===== src/rtl/rwm_arbiter_pkg.sv =====
// Shared definitions for the frame-memory arbiter: port indices, FSM states,
// read-return tag layout and small port-index helpers.
package rwm_arbiter_pkg;

    localparam int unsigned NUM_PORTS = 3;

    typedef logic [1:0] port_t;

    localparam port_t PORT_CAM = 2'd0;
    localparam port_t PORT_GS  = 2'd1;
    localparam port_t PORT_FLT = 2'd2;

    typedef enum logic {
        ST_IDLE  = 1'b0,
        ST_BURST = 1'b1
    } state_t;

    // One entry of the read-return pipeline: which port a read beat belongs to.
    typedef struct packed {
        logic  valid;
        port_t port;
    } rtag_t;

    function automatic port_t onehot_to_port(input logic [NUM_PORTS-1:0] oh);
        if (oh[2]) begin
            return PORT_FLT;
        end
        if (oh[1]) begin
            return PORT_GS;
        end
        return PORT_CAM;
    endfunction

    function automatic logic [NUM_PORTS-1:0] port_to_onehot(input port_t p);
        return NUM_PORTS'(1) << p;
    endfunction

endpackage


===== src/rtl/rwm_arbiter_if.sv =====
// Requester-side and memory-side bus of the frame-memory arbiter.
// slave is the arbiter's view; master is the environment (requesters + RAM).
interface rwm_arbiter_if #(
    parameter int unsigned ADDR_W = 16,
    parameter int unsigned DATA_W = 8
) ();
    import rwm_arbiter_pkg::*;

    logic [NUM_PORTS-1:0]        req;
    logic [NUM_PORTS-1:0]        rw;
    logic [NUM_PORTS*ADDR_W-1:0] addr;
    logic [NUM_PORTS*DATA_W-1:0] wdata;
    logic [NUM_PORTS-1:0]        grant;
    logic [NUM_PORTS-1:0]        pause;
    logic [NUM_PORTS-1:0]        rvalid;
    logic [DATA_W-1:0]           rdata;

    logic                        mem_en;
    logic                        mem_rw;
    logic [ADDR_W-1:0]           mem_addr;
    logic [DATA_W-1:0]           mem_wdata;
    logic [DATA_W-1:0]           mem_rdata;

    modport slave (
        input  req, rw, addr, wdata, mem_rdata,
        output grant, pause, rvalid, rdata, mem_en, mem_rw, mem_addr, mem_wdata
    );

    modport master (
        output req, rw, addr, wdata, mem_rdata,
        input  grant, pause, rvalid, rdata, mem_en, mem_rw, mem_addr, mem_wdata
    );

endinterface


===== src/rtl/rwm_arbiter_rr_pick3.sv =====
// Combinational round-robin picker for three requesters: grants the first
// requesting port after last_owner, searching cyclically 0 -> 1 -> 2 -> 0.
module rr_pick3
    import rwm_arbiter_pkg::*;
(
    input  logic [NUM_PORTS-1:0] req,
    input  port_t                last_owner,
    output logic [NUM_PORTS-1:0] grant,
    output logic                 valid
);

    port_t p0;
    port_t p1;
    port_t p2;

    // Order the candidates starting just after last_owner, then take the first requester.
    always_comb begin
        case (last_owner)
            PORT_CAM: begin p0 = PORT_GS;  p1 = PORT_FLT; p2 = PORT_CAM; end
            PORT_GS:  begin p0 = PORT_FLT; p1 = PORT_CAM; p2 = PORT_GS;  end
            default:  begin p0 = PORT_CAM; p1 = PORT_GS;  p2 = PORT_FLT; end
        endcase
        grant = '0;
        if (req[p0]) begin
            grant[p0] = 1'b1;
        end else if (req[p1]) begin
            grant[p1] = 1'b1;
        end else if (req[p2]) begin
            grant[p2] = 1'b1;
        end
    end

    assign valid = |req;

endmodule


===== src/rtl/rwm_arbiter.sv =====
// Time-multiplexes one single-port frame memory between three requesters.
// Bounded round-robin bursts, per-port pause, and read data routed back to
// the issuing port through a tag pipeline matching the memory read latency.
module rwm_arbiter
    import rwm_arbiter_pkg::*;
#(
    parameter int unsigned ADDR_W    = 16,
    parameter int unsigned DATA_W    = 8,
    parameter int unsigned BURST_LEN = 16,
    parameter int unsigned RD_LAT    = 1
) (
    input  logic          clk,
    input  logic          rst,
    rwm_arbiter_if.slave  bus
);

    localparam logic [7:0]  BURST_LAST = 8'(BURST_LEN - 1);
    localparam int unsigned TAG_W      = $bits(rtag_t);
    localparam int unsigned SR_W       = RD_LAT * TAG_W;

    state_t               state;
    logic [NUM_PORTS-1:0] grant_q;
    port_t                last_owner;
    logic [7:0]           beat_cnt;
    logic [SR_W-1:0]      tag_sr;

    logic [NUM_PORTS-1:0] beat_vec;
    logic                 beat;
    port_t                owner;
    port_t                pick_last;
    logic [NUM_PORTS-1:0] pick_grant;
    logic                 pick_valid;
    logic                 burst_end;
    rtag_t                new_tag;
    rtag_t                out_tag;

    logic [ADDR_W-1:0]    port_addr  [NUM_PORTS];
    logic [DATA_W-1:0]    port_wdata [NUM_PORTS];

    for (genvar g = 0; g < NUM_PORTS; g++) begin : g_split
        assign port_addr[g]  = bus.addr[g*ADDR_W +: ADDR_W];
        assign port_wdata[g] = bus.wdata[g*DATA_W +: DATA_W];
    end

    assign beat_vec = grant_q & bus.req;
    assign beat     = |beat_vec;
    assign owner    = onehot_to_port(grant_q);

    // In BURST the picker only matters at burst end, where the owner becomes
    // last_owner on that same edge; feeding the owner directly lets the next
    // grant be computed without an idle gap.
    assign pick_last = (state == ST_BURST) ? owner : last_owner;
    assign burst_end = (state == ST_BURST) && (!beat || beat_cnt == BURST_LAST);

    rr_pick3 u_pick (
        .req        (bus.req),
        .last_owner (pick_last),
        .grant      (pick_grant),
        .valid      (pick_valid)
    );

    // Grant / burst sequencing.
    always_ff @(posedge clk) begin
        if (rst) begin
            state      <= ST_IDLE;
            grant_q    <= '0;
            last_owner <= PORT_FLT;
            beat_cnt   <= '0;
        end else begin
            case (state)
                ST_IDLE: begin
                    if (pick_valid) begin
                        grant_q  <= pick_grant;
                        beat_cnt <= '0;
                        state    <= ST_BURST;
                    end
                end
                ST_BURST: begin
                    if (burst_end) begin
                        last_owner <= owner;
                        beat_cnt   <= '0;
                        if (pick_valid) begin
                            grant_q <= pick_grant;
                        end else begin
                            grant_q <= '0;
                            state   <= ST_IDLE;
                        end
                    end else begin
                        beat_cnt <= beat_cnt + 8'd1;
                    end
                end
                default: begin
                    grant_q <= '0;
                    state   <= ST_IDLE;
                end
            endcase
        end
    end

    // Memory request mux: driven from the owner's port only while it issues a beat.
    always_comb begin
        bus.mem_en    = beat;
        bus.mem_rw    = 1'b0;
        bus.mem_addr  = '0;
        bus.mem_wdata = '0;
        if (beat) begin
            bus.mem_rw    = bus.rw[owner];
            bus.mem_addr  = port_addr[owner];
            bus.mem_wdata = port_wdata[owner];
        end
    end

    // Tag describing this cycle's beat for the read-return pipeline.
    always_comb begin
        new_tag.valid = beat & ~bus.rw[owner];
        new_tag.port  = owner;
    end

    // Read-return tag shift pipeline, RD_LAT entries deep.
    always_ff @(posedge clk) begin
        if (rst) begin
            tag_sr <= '0;
        end else begin
            tag_sr <= (tag_sr << TAG_W) | SR_W'(new_tag);
        end
    end

    assign out_tag    = rtag_t'(tag_sr[SR_W-1 -: TAG_W]);
    assign bus.rvalid = out_tag.valid ? port_to_onehot(out_tag.port) : '0;
    assign bus.rdata  = out_tag.valid ? bus.mem_rdata : '0;
    assign bus.grant  = grant_q;
    assign bus.pause  = bus.req & ~grant_q;

endmodule


===== src/flat_wrapper.sv =====
// flat-port wrapper written by rule: the top's interface ports become plain ports
module rwm_arbiter_flat import rwm_arbiter_pkg::*;
#(
    parameter int unsigned ADDR_W    = 16,
    parameter int unsigned DATA_W    = 8,
    parameter int unsigned BURST_LEN = 16,
    parameter int unsigned RD_LAT    = 1
)
  (clk, rst, bus_req, bus_rw, bus_addr, bus_wdata, bus_mem_rdata, bus_grant, bus_pause, bus_rvalid, bus_rdata, bus_mem_en, bus_mem_rw, bus_mem_addr, bus_mem_wdata);
  rwm_arbiter_if #(.ADDR_W(ADDR_W), .DATA_W(DATA_W)) bus_i ();
  input  logic clk;
  input  logic rst;
  input wire logic [$bits(bus_i.req)-1:0] bus_req;
  input wire logic [$bits(bus_i.rw)-1:0] bus_rw;
  input wire logic [$bits(bus_i.addr)-1:0] bus_addr;
  input wire logic [$bits(bus_i.wdata)-1:0] bus_wdata;
  input wire logic [$bits(bus_i.mem_rdata)-1:0] bus_mem_rdata;
  output wire logic [$bits(bus_i.grant)-1:0] bus_grant;
  output wire logic [$bits(bus_i.pause)-1:0] bus_pause;
  output wire logic [$bits(bus_i.rvalid)-1:0] bus_rvalid;
  output wire logic [$bits(bus_i.rdata)-1:0] bus_rdata;
  output wire logic [$bits(bus_i.mem_en)-1:0] bus_mem_en;
  output wire logic [$bits(bus_i.mem_rw)-1:0] bus_mem_rw;
  output wire logic [$bits(bus_i.mem_addr)-1:0] bus_mem_addr;
  output wire logic [$bits(bus_i.mem_wdata)-1:0] bus_mem_wdata;
  assign bus_i.req = bus_req;
  assign bus_i.rw = bus_rw;
  assign bus_i.addr = bus_addr;
  assign bus_i.wdata = bus_wdata;
  assign bus_i.mem_rdata = bus_mem_rdata;
  assign bus_grant = bus_i.grant;
  assign bus_pause = bus_i.pause;
  assign bus_rvalid = bus_i.rvalid;
  assign bus_rdata = bus_i.rdata;
  assign bus_mem_en = bus_i.mem_en;
  assign bus_mem_rw = bus_i.mem_rw;
  assign bus_mem_addr = bus_i.mem_addr;
  assign bus_mem_wdata = bus_i.mem_wdata;
  rwm_arbiter #(.ADDR_W(ADDR_W), .DATA_W(DATA_W), .BURST_LEN(BURST_LEN), .RD_LAT(RD_LAT)) u_core (.clk(clk), .rst(rst), .bus(bus_i));
endmodule

===== config.mk =====
export PLATFORM = sky130hd
export DESIGN_NAME = rwm_arbiter_flat
export DESIGN_NICKNAME = d
export VERILOG_FILES = /design/src/rtl/rwm_arbiter_pkg.sv /design/src/rtl/rwm_arbiter_if.sv /design/src/rtl/rwm_arbiter_rr_pick3.sv /design/src/rtl/rwm_arbiter.sv /design/src/flat_wrapper.sv
export SDC_FILE = /design/constraint.sdc
export NUM_CORES = 1
export LEC_CHECK = 0
export ABC_AREA = 1
export CORE_MARGIN = 10
export CORE_UTILIZATION = 33
export CTS_BUF_LIST = sky130_fd_sc_hd__clkbuf_2
export CTS_CLUSTER_DIAMETER = 40
export CTS_CLUSTER_SIZE = 28
export DETAILED_ROUTE_END_ITERATION = 8
export MAX_ROUTING_LAYER = met4
export PLACE_DENSITY = 0.85
export SYNTH_ARGS = -nofsm -noshare
export SYNTH_HDL_FRONTEND = slang
export SYNTH_SLANG_ARGS = --single-unit

===== constraint.sdc =====
create_clock -name clk -period 1.92 [get_ports clk]
set_clock_uncertainty 0.2 [all_clocks]
set_input_delay 0.384 -clock clk [delete_from_list [all_inputs] [get_ports clk]]
set_output_delay 0.384 -clock clk [all_outputs]
set_load 0.01 [all_outputs]

=== Yosys cells after proc, flatten, opt, wreduce, memory -nomap -nowiden ===
Cells that the tools add are included.

* Shift-type cells: 1
* Multiplexer cells: 49
* $add $sub $neg: 1
* Reduce and logical (&&, ||, !) cells: 11
* $lt $le $gt $ge: 8
* Eq/ne operators: 4
* Bitwise logic cells: 7

{| class="wikitable"
|+ Operators by type and width
! kind !! number
|-
| two-way mux 16 bit || 3
|-
| two-way mux 8 bit || 6
|-
| binary-select mux 16 bit (select 2 bit) || 1
|-
| two-way mux 3 bit || 7
|-
| binary-select mux 8 bit (select 2 bit) || 1
|-
| one-hot mux 8 bit (2 select lines) || 1
|-
| two-way mux 1 bit || 13
|-
| < comparator 2 x 3 -> 1 bit, second input constant || 4
|-
| one-hot mux 2 bit (2 select lines) || 3
|-
| two-way mux 2 bit || 5
|-
| adder 8 x 1 -> 8 bit, second input constant || 1
|-
| binary-select mux 1 bit (select 2 bit) || 4
|-
| equality test 8 x 4 -> 1 bit, second input constant || 1
|-
| AND 3 bit || 2
|-
| demux 1 bit (select 2 bit) || 3
|-
| greater-or-equal comparator 2 x 1 -> 1 bit, second input constant || 3
|-
| one-hot mux 3 bit (2 select lines) || 1
|-
| OR reduction 3 bit || 2
|-
| logical AND 1 bit || 4
|-
| AND reduction 2 bit || 2
|-
| greater-or-equal comparator 3 bit, second input constant || 1
|-
| NOT 2 -> 3 bit || 1
|-
| NOT 3 bit || 1
|-
| left shift 1 x 2 -> 3 bit, first input constant || 1
|-
| other kinds (9) || 10
|}

* Word-level logic and storage cells: 86
* Register bits: 17
* Output and inout bits: 43

=== Longest topological paths before layout ===
Gate-level depths: netlist of the first run.

* Depth in word-level cells: 17
* Mapped depth: 10
* Gate-level depth less buffers: 10

=== Modules after synthesis ===
A second synthesis of the first run with hierarchy kept.

* Cells, all modules: 288
* Area total of the unflattened synthesis: 1619.1 sq um

{| class="wikitable"
|+ Modules (own cells, without submodules)
! module !! times used !! area each (sq um) !! cells an instance
|-
| rwm_arbiter || 1 || 1487.7 || 261
|-
| rr_pick3 || 1 || 131.4 || 27
|}

=== Worst setup path after synthesis of the first run ===
Ideal clock, no wire load.

* Kind: register to output
* From: reg u_core.grant_q[1] (netlist: u_core.bus.grant[1])
* To: out bus_mem_addr[10]
* Setup slack: 102 ps
* Buffers on the path: 2
* Data arrival time: 1234 ps
* Required time: 1336 ps
* Stages on the path, launching flop included: 5
* Cell sequence: dfxtp_1 buf_2 clkbuf_1 nand2_1 a31oi_1

* Word-level cells in the longest chain between the ends: 9

{| class="wikitable"
|+ RTL lines
! item !! RTL line !! text
|-
| start, declared || rwm_arbiter.sv:22 || <nowiki>logic [NUM_PORTS-1:0] grant_q;</nowiki>
|-
| start signal, assigned || rwm_arbiter.sv:73 || <nowiki>grant_q <= pick_grant;</nowiki>
|-
| start signal, assigned || rwm_arbiter.sv:83 || <nowiki>grant_q <= pick_grant;</nowiki>
|-
| two-way mux 1 bit (2 in series) || rwm_arbiter_pkg.sv:28 || <nowiki>if (oh[1]) begin</nowiki>
|-
| two-way mux 2 bit || rwm_arbiter_pkg.sv:31 || <nowiki>return PORT_CAM;</nowiki>
|-
| two-way mux 2 bit || rwm_arbiter_pkg.sv:28 ||
|-
| NOT 2 -> 3 bit (implied by the code) || rwm_arbiter.sv:108 || <nowiki>bus.mem_addr = port_addr[owner];</nowiki>
|-
| binary-select mux 16 bit (select 2 bit) || rwm_arbiter.sv:108 ||
|-
| two-way mux 16 bit (implied by the code) (2 in series) || rwm_arbiter.sv:108 ||
|-
| two-way mux 16 bit (*) || rwm_arbiter.sv:106 || <nowiki>if (beat) begin</nowiki>
|-
| end, declared || flat_wrapper.sv:24 || <nowiki>output wire logic [$bits(bus_i.mem_addr)-1:0] bus_mem_addr;</nowiki>
|}

Every way passes the cells marked *; elsewhere a longest branch is shown, timed or not. The select of a mux whose other input is x is not followed.

=== Worst setup path after layout of the first run ===
* From: reg u_core.grant_q[1] (netlist: u_core.bus.grant[1])
* To: out bus_mem_addr[6]

Same word-level chain as after synthesis.

==> metrics list, run 1 <==
- Final net count: 516
* Max Clk Rate: 0.467 GHz
- Final worst setup slack: -0.223 ns
- Instance count of the mapped netlist: 274
- Worst relative slew slack: 77.6%
- Clock tree synthesis inserted a total of 3 buffers.
- Total power per unit cell area: 530 nW/µm²
* Width of the die: 89.0 µm
* Filler instances: 363
- For this design, the CTS-stage hold fixing added 0 buffers.
* TritonCTS clock tree: yes
- Proportion of total power due to net switching: 41.0%
* Count of synthesis-stage warnings from yosys: 0
* Max Transition Viols Final: 0
* Sequential cell area: 352 µm²
* Number of detailed-route iterations in the first pass: 4
- Clock sink count: 17
* Antenna Violating Nets Remaining: 0
- The total area inside the core boundary comes to 4660 µm².
- Max-capacitance violation count: 0
- Type of origin of the critical path: flip-flop
* Level count of the clock H-tree: 1
- Buffers placed on the I/O ports in this run total 130.
- For the worst setup path, the data arrival time is 1.56 ns.
* Growth of design area from synthesis to finish: 106%
- Height of the die: 89.0 µm
* Total grt overflow: 0
- Setup violations remaining at the end of the flow were counted as 25.
- Switching power: 0.000702 W
- Routability-driven placement finished with a final weighted congestion of 0.866.
- After the first detailed-routing iteration, the DRC count stood at 138.
- The checks that failed: setup timing.
- Entering global routing, the biggest net connects 26 pins.
- Post-place setup slack: -0.758 ns
- Transition at the pin with the smallest max-transition slack: 0.336 ns
- Crit path capture type: output pin
* Crit-path max FO: 7
- During I/O placement, the number of pins put on the boundary was 131.
- Share of final-layout standard cells stronger than drive strength 1: 27.2%
- The clock passes through at most 2 buffers.
- EDFF count, synth: 0
- Starting density of the core: 33.7%
- The first global-routing pass estimated 11200 µm of wire.
* Final Total Pwr: 0.00171 W
- Post-route insts no fill: 480
- The number of nets handed over by synthesis was 363.
- Placement Rows: 25
- The internal power of the cells totals 0.00101 W.
- The number of antenna diodes in the final layout is 0.
- Dpl hpwl: 5970 µm
- The clock reaches the later pin of the worst-skew pair after 0.32 ns.
- Reg clk slew, reported paths: 0.17 ns
- In the synthesized netlist the async set-or-reset flop fraction comes to 0%.
* Path category of the worst min-delay check: reg -> reg
- WL per Instance: 16.0 µm
- After layout, the minimum clock period comes to 2.14 ns.
- Final Hold Fails: 0
- Dividing the detail-routed via count by the number of cells gives 5.11.
- Required time at the worst-slack endpoint: 1.34 ns
* Avg Cell Area, Syn: 5.74 µm²
- Total detailed-routing wirelength: 7680 µm
- Total routing usage reported by global routing: 18.4%
- By startpoint and endpoint, the worst setup path is classified as reg -> out.
- Period utilization: 112%
- Of the total power, the clock network draws 10.2%.
- Root Buffer: sky130_fd_sc_hd__clkbuf_2
* Leakage: 1.57 nW
- The worst-case IR drop observed on VDD is 228 µV.
- After synthesis the netlist holds a flip-flop and latch count of 17.
- Setup repair after global routing could not meet its margin everywhere.
- For this run, design rule violations remaining after detail routing come to 0.
- Cells fill 69.3% of the core in the end.
* Power share of the sequential group: 24.1%
- Post-synth cell types: 29
- Area of combinational cells with multiple inputs: 1160 µm²
* Sequential element share of the synthesized area: 21.7%
- The floorplan step defined a die boundary enclosing 7920 µm².
* Part of the total power dissipated in combinational logic: 65.7%
* Via count of the first global-routing pass: 2455
* Outcome: complete, but fails checks
* Number of antenna violations at the first check in global routing: 0
- Mapped cell area: 1570 µm²
- Via count of the routed design: 2455
- In this run, placement finished with an instance count of 469.
* Leading register cell type out of synthesis: sky130_fd_sc_hd__dfxtp_1
[final timing paths]
kind / slack (ns) / end / cells past startpoint / from
max: -0.22 / bus_mem_addr[6] / 6 / u_core.bus.grant[1]
min: 0.31 / u_core.beat_cnt[1] / 2 / u_core.beat_cnt[1]
max reg2reg: 0.08 / u_core.beat_cnt[3] / 9 / u_core.bus.grant[1]
min reg2reg: 0.31 / u_core.beat_cnt[1] / 2 / u_core.beat_cnt[1]
[cells by family (layout without fill, tap and decap cells)]
kind of cell               count (synthesis)  count (layout)  synth area share, %
xor gates and xnor gates                   1               1                0.557
DFF                                       17              17                 21.7
buffers and inverters                     43             195                 10.9
AOI/OAI and AO/OA                         71              71                 26.5
and+or+nand+nor                          141             141                 39.6
adders and majority gates                  1               1                0.796
[worst max-delay path: stages, from the launching register on]
cell and delay (ns):
sky130_fd_sc_hd__dfxtp_4 0.44, sky130_fd_sc_hd__nand2_4 0.06, sky130_fd_sc_hd__nand3_4 0.16, sky130_fd_sc_hd__clkbuf_16 0.19, sky130_fd_sc_hd__o21ai_1 0.06, sky130_fd_sc_hd__a31oi_1 0.17
sky130_fd_sc_hd__buf_2 0.16
[area by class of cell]
cell class | instances | area share, %
clock buffer | 3 | 0.465
clock inverter | 1 | 0.155
inverter | 28 | 3.49
multi-input combinational | 214 | 35.8
sequential | 17 | 10.9
tap | 54 | 2.09
timing repair buffer | 163 | 47.1
[synth_stat cells, types with 3 or more instances]
| library cell | instances | area [µm²] |
|---|---|---|
| sky130_fd_sc_hd__nand2_1 | 94 | 353 |
| sky130_fd_sc_hd__o21ai_0 | 29 | 145 |
| sky130_fd_sc_hd__a31oi_1 | 25 | 156 |
| sky130_fd_sc_hd__inv_1 | 23 | 86.3 |
| sky130_fd_sc_hd__dfxtp_1 | 17 | 340 |
| sky130_fd_sc_hd__nor2_1 | 16 | 60.1 |
| sky130_fd_sc_hd__nand3_1 | 12 | 60.1 |
| sky130_fd_sc_hd__clkbuf_1 | 9 | 33.8 |
| sky130_fd_sc_hd__a21oi_1 | 6 | 30.0 |
| sky130_fd_sc_hd__nand3_2 | 5 | 50.1 |
| sky130_fd_sc_hd__inv_2 | 4 | 15.0 |
| sky130_fd_sc_hd__buf_2 | 3 | 15.0 |
| sky130_fd_sc_hd__nand2_2 | 3 | 18.8 |
| sky130_fd_sc_hd__nor2_2 | 3 | 18.8 |
| sky130_fd_sc_hd__nor3_1 | 3 | 15.0 |
[placed cells by master (no fill, tap or decap), drive strengths merged]
cell type	netlist	final
o211ai	1	1
nor2	20	20
clkbuf	9	6
dlygate4sd2	0	18
nand4	2	2
o211a	2	2
nor3	3	3
nand3	17	17
a21oi	8	8
a211oi	2	2
nand2	99	99
xor2	1	1
clkdlybuf4s50	0	84
buf	6	57
a31oi	25	25
dlymetal6s2s	0	1
o21ai	31	31
ha	1	1
o21a	2	2
clkinv	0	1
inv	28	28
dfxtp	17	17
[power groups by stage]
stage	clock, W	combinational (W)	sequential [W]
2_1_floorplan	0	0.000429	0.000405
3_3_place_gp	0	0.00101	0.000408
3_5_place_dp	0	0.00103	0.000409
4_1_cts	0.000173	0.00104	0.000406
5_1_grt	0.000195	0.00121	0.000416
6_report	0.000174	0.00113	0.000412
[routing by layer]
layer | share of wire [%] | up-vias | routed length, µm | GRT usage (%)
met4 | 2.7 | 0 | 204 | 5.35
met5 | 0 | - | 0 | -
met3 | 8.5 | 19 | 653 | 4.47
li1 | - | 1222 | - | -
met2 | 51 | 111 | 3950 | 34.8
met1 | 37 | 1103 | 2870 | 18.1
[stage by stage]
stage               instance area [µm²]  hold slack, ns  TNS, ns
floorplan                          1570           0.261        0
global placement                   3120           0.270   -20.79
detailed placement                 3120           0.286   -21.61
CTS                                3120           0.307    -3.93
global route                       3230           0.312    -6.50
finish                             3230           0.307    -4.06
[state kept, by name (all words and copies together), names as in the netlist]
register,cells
u_core.beat_cnt,8
u_core.out_tag,3
u_core.state,1
u_core.bus.grant,3
u_core.last_owner,2
[what timing repair did]
item / CTS / global route
setup endpoints to repair: 43 / 31
gates cloned: 2 / 2
hold endpoints to repair: 0 / 0
pin swaps: 1 / 3
gates resized for setup: 160 / 33
setup buffers: 1 / 3
(Power assumes the default switching activity.)
==> inputs of run 2 (changes only) <==
Settings changed: CORE_UTILIZATION 33 to 34, PLACE_DENSITY 0.85 to 0.86, SYNTH_HIERARCHICAL set to 1.
==> run 2 against run 1 <==
Effect of this change: the flow still finishes with violations (setup timing); synthesized cell count increased by 5.1%; clock-buffer cell count unchanged; design area increased by 12%; area after synthesis increased by 3.0%; global-route usage increased by 6.3 points; register-to-register slack got worse by 0.19 ns; non-clock buffer count increased by 18; sequential share of layout area decreased by 1.2 points; hold slack got worse by 0.0066 ns; fmax increased by 0.29%; first-iteration DRC count increased by 100%; sequential power decreased by 3%.
==> metrics list, run 2 <==
* Nets in the synthesized netlist: 377 (+3.9%)
* Most common cell after layout, fill and taps aside: sky130_fd_sc_hd__nand2_1
- The number of optimization iterations in the first detailed-route pass was 5 (+1).
- Hold Slack: 0.301 ns (-0.00657 ns)
- The arrival time of data at the critical path endpoint is 1.55 ns (about the same).
- The total via count in the routed design came to 2880 (+17%).
* Area of combinational cells with multiple inputs: 1330 µm² (+15%)
- Placement Rows: 25 (unchanged)
- CTS Hold Buffers Added: 0 (unchanged)
- The maximum number of pins on one net before global-route repair came to 19 (-27%).
- Maximum buffer depth of the clock tree: 2 (unchanged)
* Level count of the clock H-tree: 1 (unchanged)
* Transition at the pin with the smallest max-transition slack: 0.478 ns (+0.142 ns)
- Post-route insts no fill: 517 (+7.7%)
* Multiplexer share of the synthesized area: 0% (unchanged)
- Starting density of the core: 34.7% (+1.0 points)
- The die area is 7920 µm² (about the same).
* Most frequent cell after synthesis: sky130_fd_sc_hd__nand2_1
- The root buffer cell chosen for the clock tree is sky130_fd_sc_hd__clkbuf_2.
- Antenna Violating Nets Remaining: 0 (unchanged)
- The cell area power density was 493 nW/µm² (-7.0%).
* RSZ-0062 raised after global routing: true
- The total of endpoints with negative setup slack in the final report was 28 (+12%).
- Placer Congestion: 0.883 (+1.9%)
* Total detailed-routing wirelength: 10400 µm (+35%)
- The number of cells in the design after placement was 487 (+3.8%).
- Area leader, netlist: sky130_fd_sc_hd__nand2_1
* Violated checks: setup timing
* Share of final-layout standard cells stronger than drive strength 1: 32.5% (+5.3 points)
* Outcome: complete, but fails checks
- Largest Register: u_core/beat_cnt
* Complex-gate fraction of the synthesized area: 27.1% (+0.61 points)
* Avg Cell Area, Syn: 5.62 µm² (-2.0%)
* Peak supply drop: 311 µV (+36%)
- Worst skew pair latency: 0.31 ns (about the same)
- The top cell types in the final layout, fill and taps aside, are sky130_fd_sc_hd__nand2_1, sky130_fd_sc_hd__clkdlybuf4s50_1, sky130_fd_sc_hd__buf_4.
- Width of the die: 89.0 µm (about the same)
- The number of flops mapped to enable cells by yosys was 0 (unchanged).
* Sequential cell area: 350 µm² (-0.36%)
* Post-synthesis simple-gate area fraction: 38.2% (-1.4 points)
- The number of synthesized register bits was 17 (unchanged).
* Largest register FFs: 8 (unchanged)
- Post-synthesis share of cell area spent on xor and xnor gates: 0.541% (-0.016 points)
* Max-capacitance violation count: 0 (unchanged)
* Crit-path max FO: 7 (unchanged)
* Remaining design rule violation count: 0 (unchanged)
* Leading register cell type out of synthesis: sky130_fd_sc_hd__dfxtp_1
* Area inside the core boundary: 4660 µm² (unchanged)
- The fraction of registers with async set or reset after synthesis came to 0% (unchanged).
- Growth of design area from synthesis to finish: 124%
- Critical path capture point: bus_mem_addr[15]
- Number of antenna violations at the first check in global routing: 2 (+2)
- Mapped cell area: 1620 µm² (+3.0%)
* Worst relative slew slack: 68.0% (-9.5 points)
* Clock sink count: 17 (unchanged)
- Routed via count divided by cell count: 5.57 (+8.9%)
* Worst reg2reg path startpoint: u_core/bus.grant[2]
* Sequential element share of the synthesized area: 21.0% (-0.64 points)
- The worst setup path is captured at an output pin.
- The clock slew seen by the registers of the worst setup and hold paths is 0.18 ns (about the same).
* Min cycle time layout: 2.14 ns (-0.00623 ns)
- The final hold violation count was 0 (unchanged).
- Worst R2R End: u_core/bus.grant[1]
* Dpl hpwl: 6560 µm (+9.8%)
- Post-synth cell types: 29 (unchanged)
- The summed negative setup slack over all endpoints was -3.82 ns (+0.236 ns).
- Reg2Reg Depth: 12 (+3)
- Filler instances: 314 (-13%)
* Max Transition Viols Final: 0 (unchanged)
* Leakage: 1.72 nW (+9.9%)
- The number of primary I/O pins was 131 (unchanged).
* Type of origin of the critical path: flip-flop
- The share of Yosys cell area claimed by the top area cell type is 22.7% (+0.27 points).
- The number of buffers added by the clock tree synthesis step came to 3 (unchanged).
* Height of the die: 89.0 µm (about the same)
- Total routing usage reported by global routing: 24.6% (+6.3 points)
- The worst endpoint required time came to 1.34 ns (about the same).
* Critical path start-end classification: reg -> out
* Path category of the worst min-delay check: reg -> reg
- Final net count: 551 (+6.8%)
- After synthesis, the cell types taking the most area are sky130_fd_sc_hd__nand2_1, sky130_fd_sc_hd__dfxtp_1, sky130_fd_sc_hd__a31oi_1, sky130_fd_sc_hd__o21ai_0, sky130_fd_sc_hd__inv_1.
- TritonCTS built the clock tree.
- Instance count of the mapped netlist: 288 (+5.1%)
- Violation count after the first detailed-routing iteration: 277 (+100%)
* Largest family of logic cells by synthesized area: simple AND/OR/NAND/NOR gates
* Via count of the first global-routing pass: 2640 (+7.5%)
* Wire length of the first global-routing pass: 14600 µm (+31%)
- Period utilization: 111% (-0.32 points)
- The number of buffers added on ports was 130 (unchanged).
- Post-Synth Adder-Cell Area: 0.773% (-0.023 points)
- The synthesis warning total came to 6 (+6).
- Final worst setup slack: -0.217 ns (+0.00623 ns)
- The overall overflow remaining after global route was 0 (unchanged).
* Reg2reg setup slack: -0.11 ns (-0.19 ns)
- The maximum frequency from static timing analysis came to 0.468 GHz (+0.29%).
- In this run the worst setup path begins at u_core/bus.grant[1].
- Commonest cells in the netlist: sky130_fd_sc_hd__nand2_1, sky130_fd_sc_hd__inv_1, sky130_fd_sc_hd__o21ai_0
- WL per Instance: 20.1 µm (+25%)
-- run 2: changes by cell type in the layout (fill, tap and decap cells not counted), sizes merged, moves of 3 or more --
cell,previous run,this run
buf,57,76
inv,28,35
nor2,20,24
nand2,99,102
-- run 2: cell type report --
class / count / share of cell area, %
repair buffers: 181 / 47.1
multi-input cells: 224 / 36.6
flip-flops and latches: 17 / 9.66
inverters: 35 / 4.03
well taps: 54 / 1.86
clock buffers: 3 / 0.414
clock inverters: 1 / 0.138
diodes: 2 / 0.138
-- run 2: cells by family (layout without fill, tap and decap cells) --
group | Yosys count | after routing
adder cells (fa/ha/maj) | 1 | 1
other | 0 | 2
AND/OR/NAND/NOR | 145 | 148
flip-flops | 17 | 17
AO/OA/AOI/OAI | 74 | 74
buffers and inverters | 50 | 220
XOR/XNOR | 1 | 1
-- run 2: power by group --
part | total, W | leakage [nW] | internal (W) | switching, W
Clock | 0.000173 | 0.0164 | 0.0000472 | 0.000125
Sequential | 0.000401 | 0.141 | 0.000376 | 0.0000248
Combinational | 0.00122 | 1.57 | 0.000622 | 0.000594
-- run 2: worst max-delay path, cell delays in order, from the launching register on --
cell and delay, ns:
sky130_fd_sc_hd__dfxtp_4 0.41, sky130_fd_sc_hd__buf_6 0.12, sky130_fd_sc_hd__nand2_8 0.09, sky130_fd_sc_hd__nand3_4 0.15, sky130_fd_sc_hd__o21ai_1 0.12, sky130_fd_sc_hd__a31oi_1 0.18, sky130_fd_sc_hd__buf_2 0.17
-- run 2: repair_timing --
| action | CTS | global route |
|---|---|---|
| setup buffers | 15 | 3 |
| endpoints found under the hold margin | 0 | 0 |
| pin swaps | 25 | 14 |
| setup endpoints to repair | 46 | 33 |
| gates resized for setup | 210 | 33 |
| cloned | 9 | 0 |
-- run 2: per-layer routing --
layer	wire length (µm)	global-route usage (%)
met1	3800	26.1
met2	4940	41.8
met3	1040	5.74
met5	0	-
met4	598	13.6
-- run 2: stage by stage --
stage               setup WS (ns)  power, W  area (µm²)  utilization (%)
floorplan                  0.0203  0.000786        1630                -
global placement           -0.746   0.00129        3180             68.2
detailed placement         -0.791   0.00131        3180             68.2
CTS                        -0.162   0.00170        3550             76.2
global route               -0.307   0.00188        3630             77.9
finish                     -0.217   0.00179        3630             77.9
-- run 2: how the worst min path moves through the flow --
stage / startpoint / to / cells after the start
final: u_core/beat_cnt[1] / u_core/beat_cnt[1] / 2
after global routing: u_core/beat_cnt[1] / u_core/beat_cnt[1] / 2
after CTS: u_core/beat_cnt[1] / u_core/beat_cnt[1] / 2
after detailed placement: u_core/beat_cnt[1] / u_core/beat_cnt[1] / 2
after global placement: u_core/last_owner[1] / u_core/last_owner[1] / 2
after floorplan: u_core/last_owner[1] / u_core/last_owner[1] / 2
==> inputs of run 3 (changes only) <==
Settings changed: HOLD_SLACK_MARGIN set to 0.05, SLEW_MARGIN set to 20.
==> results of run 3 <==
Final layout, timing and power as in run 2 (identical DEF).
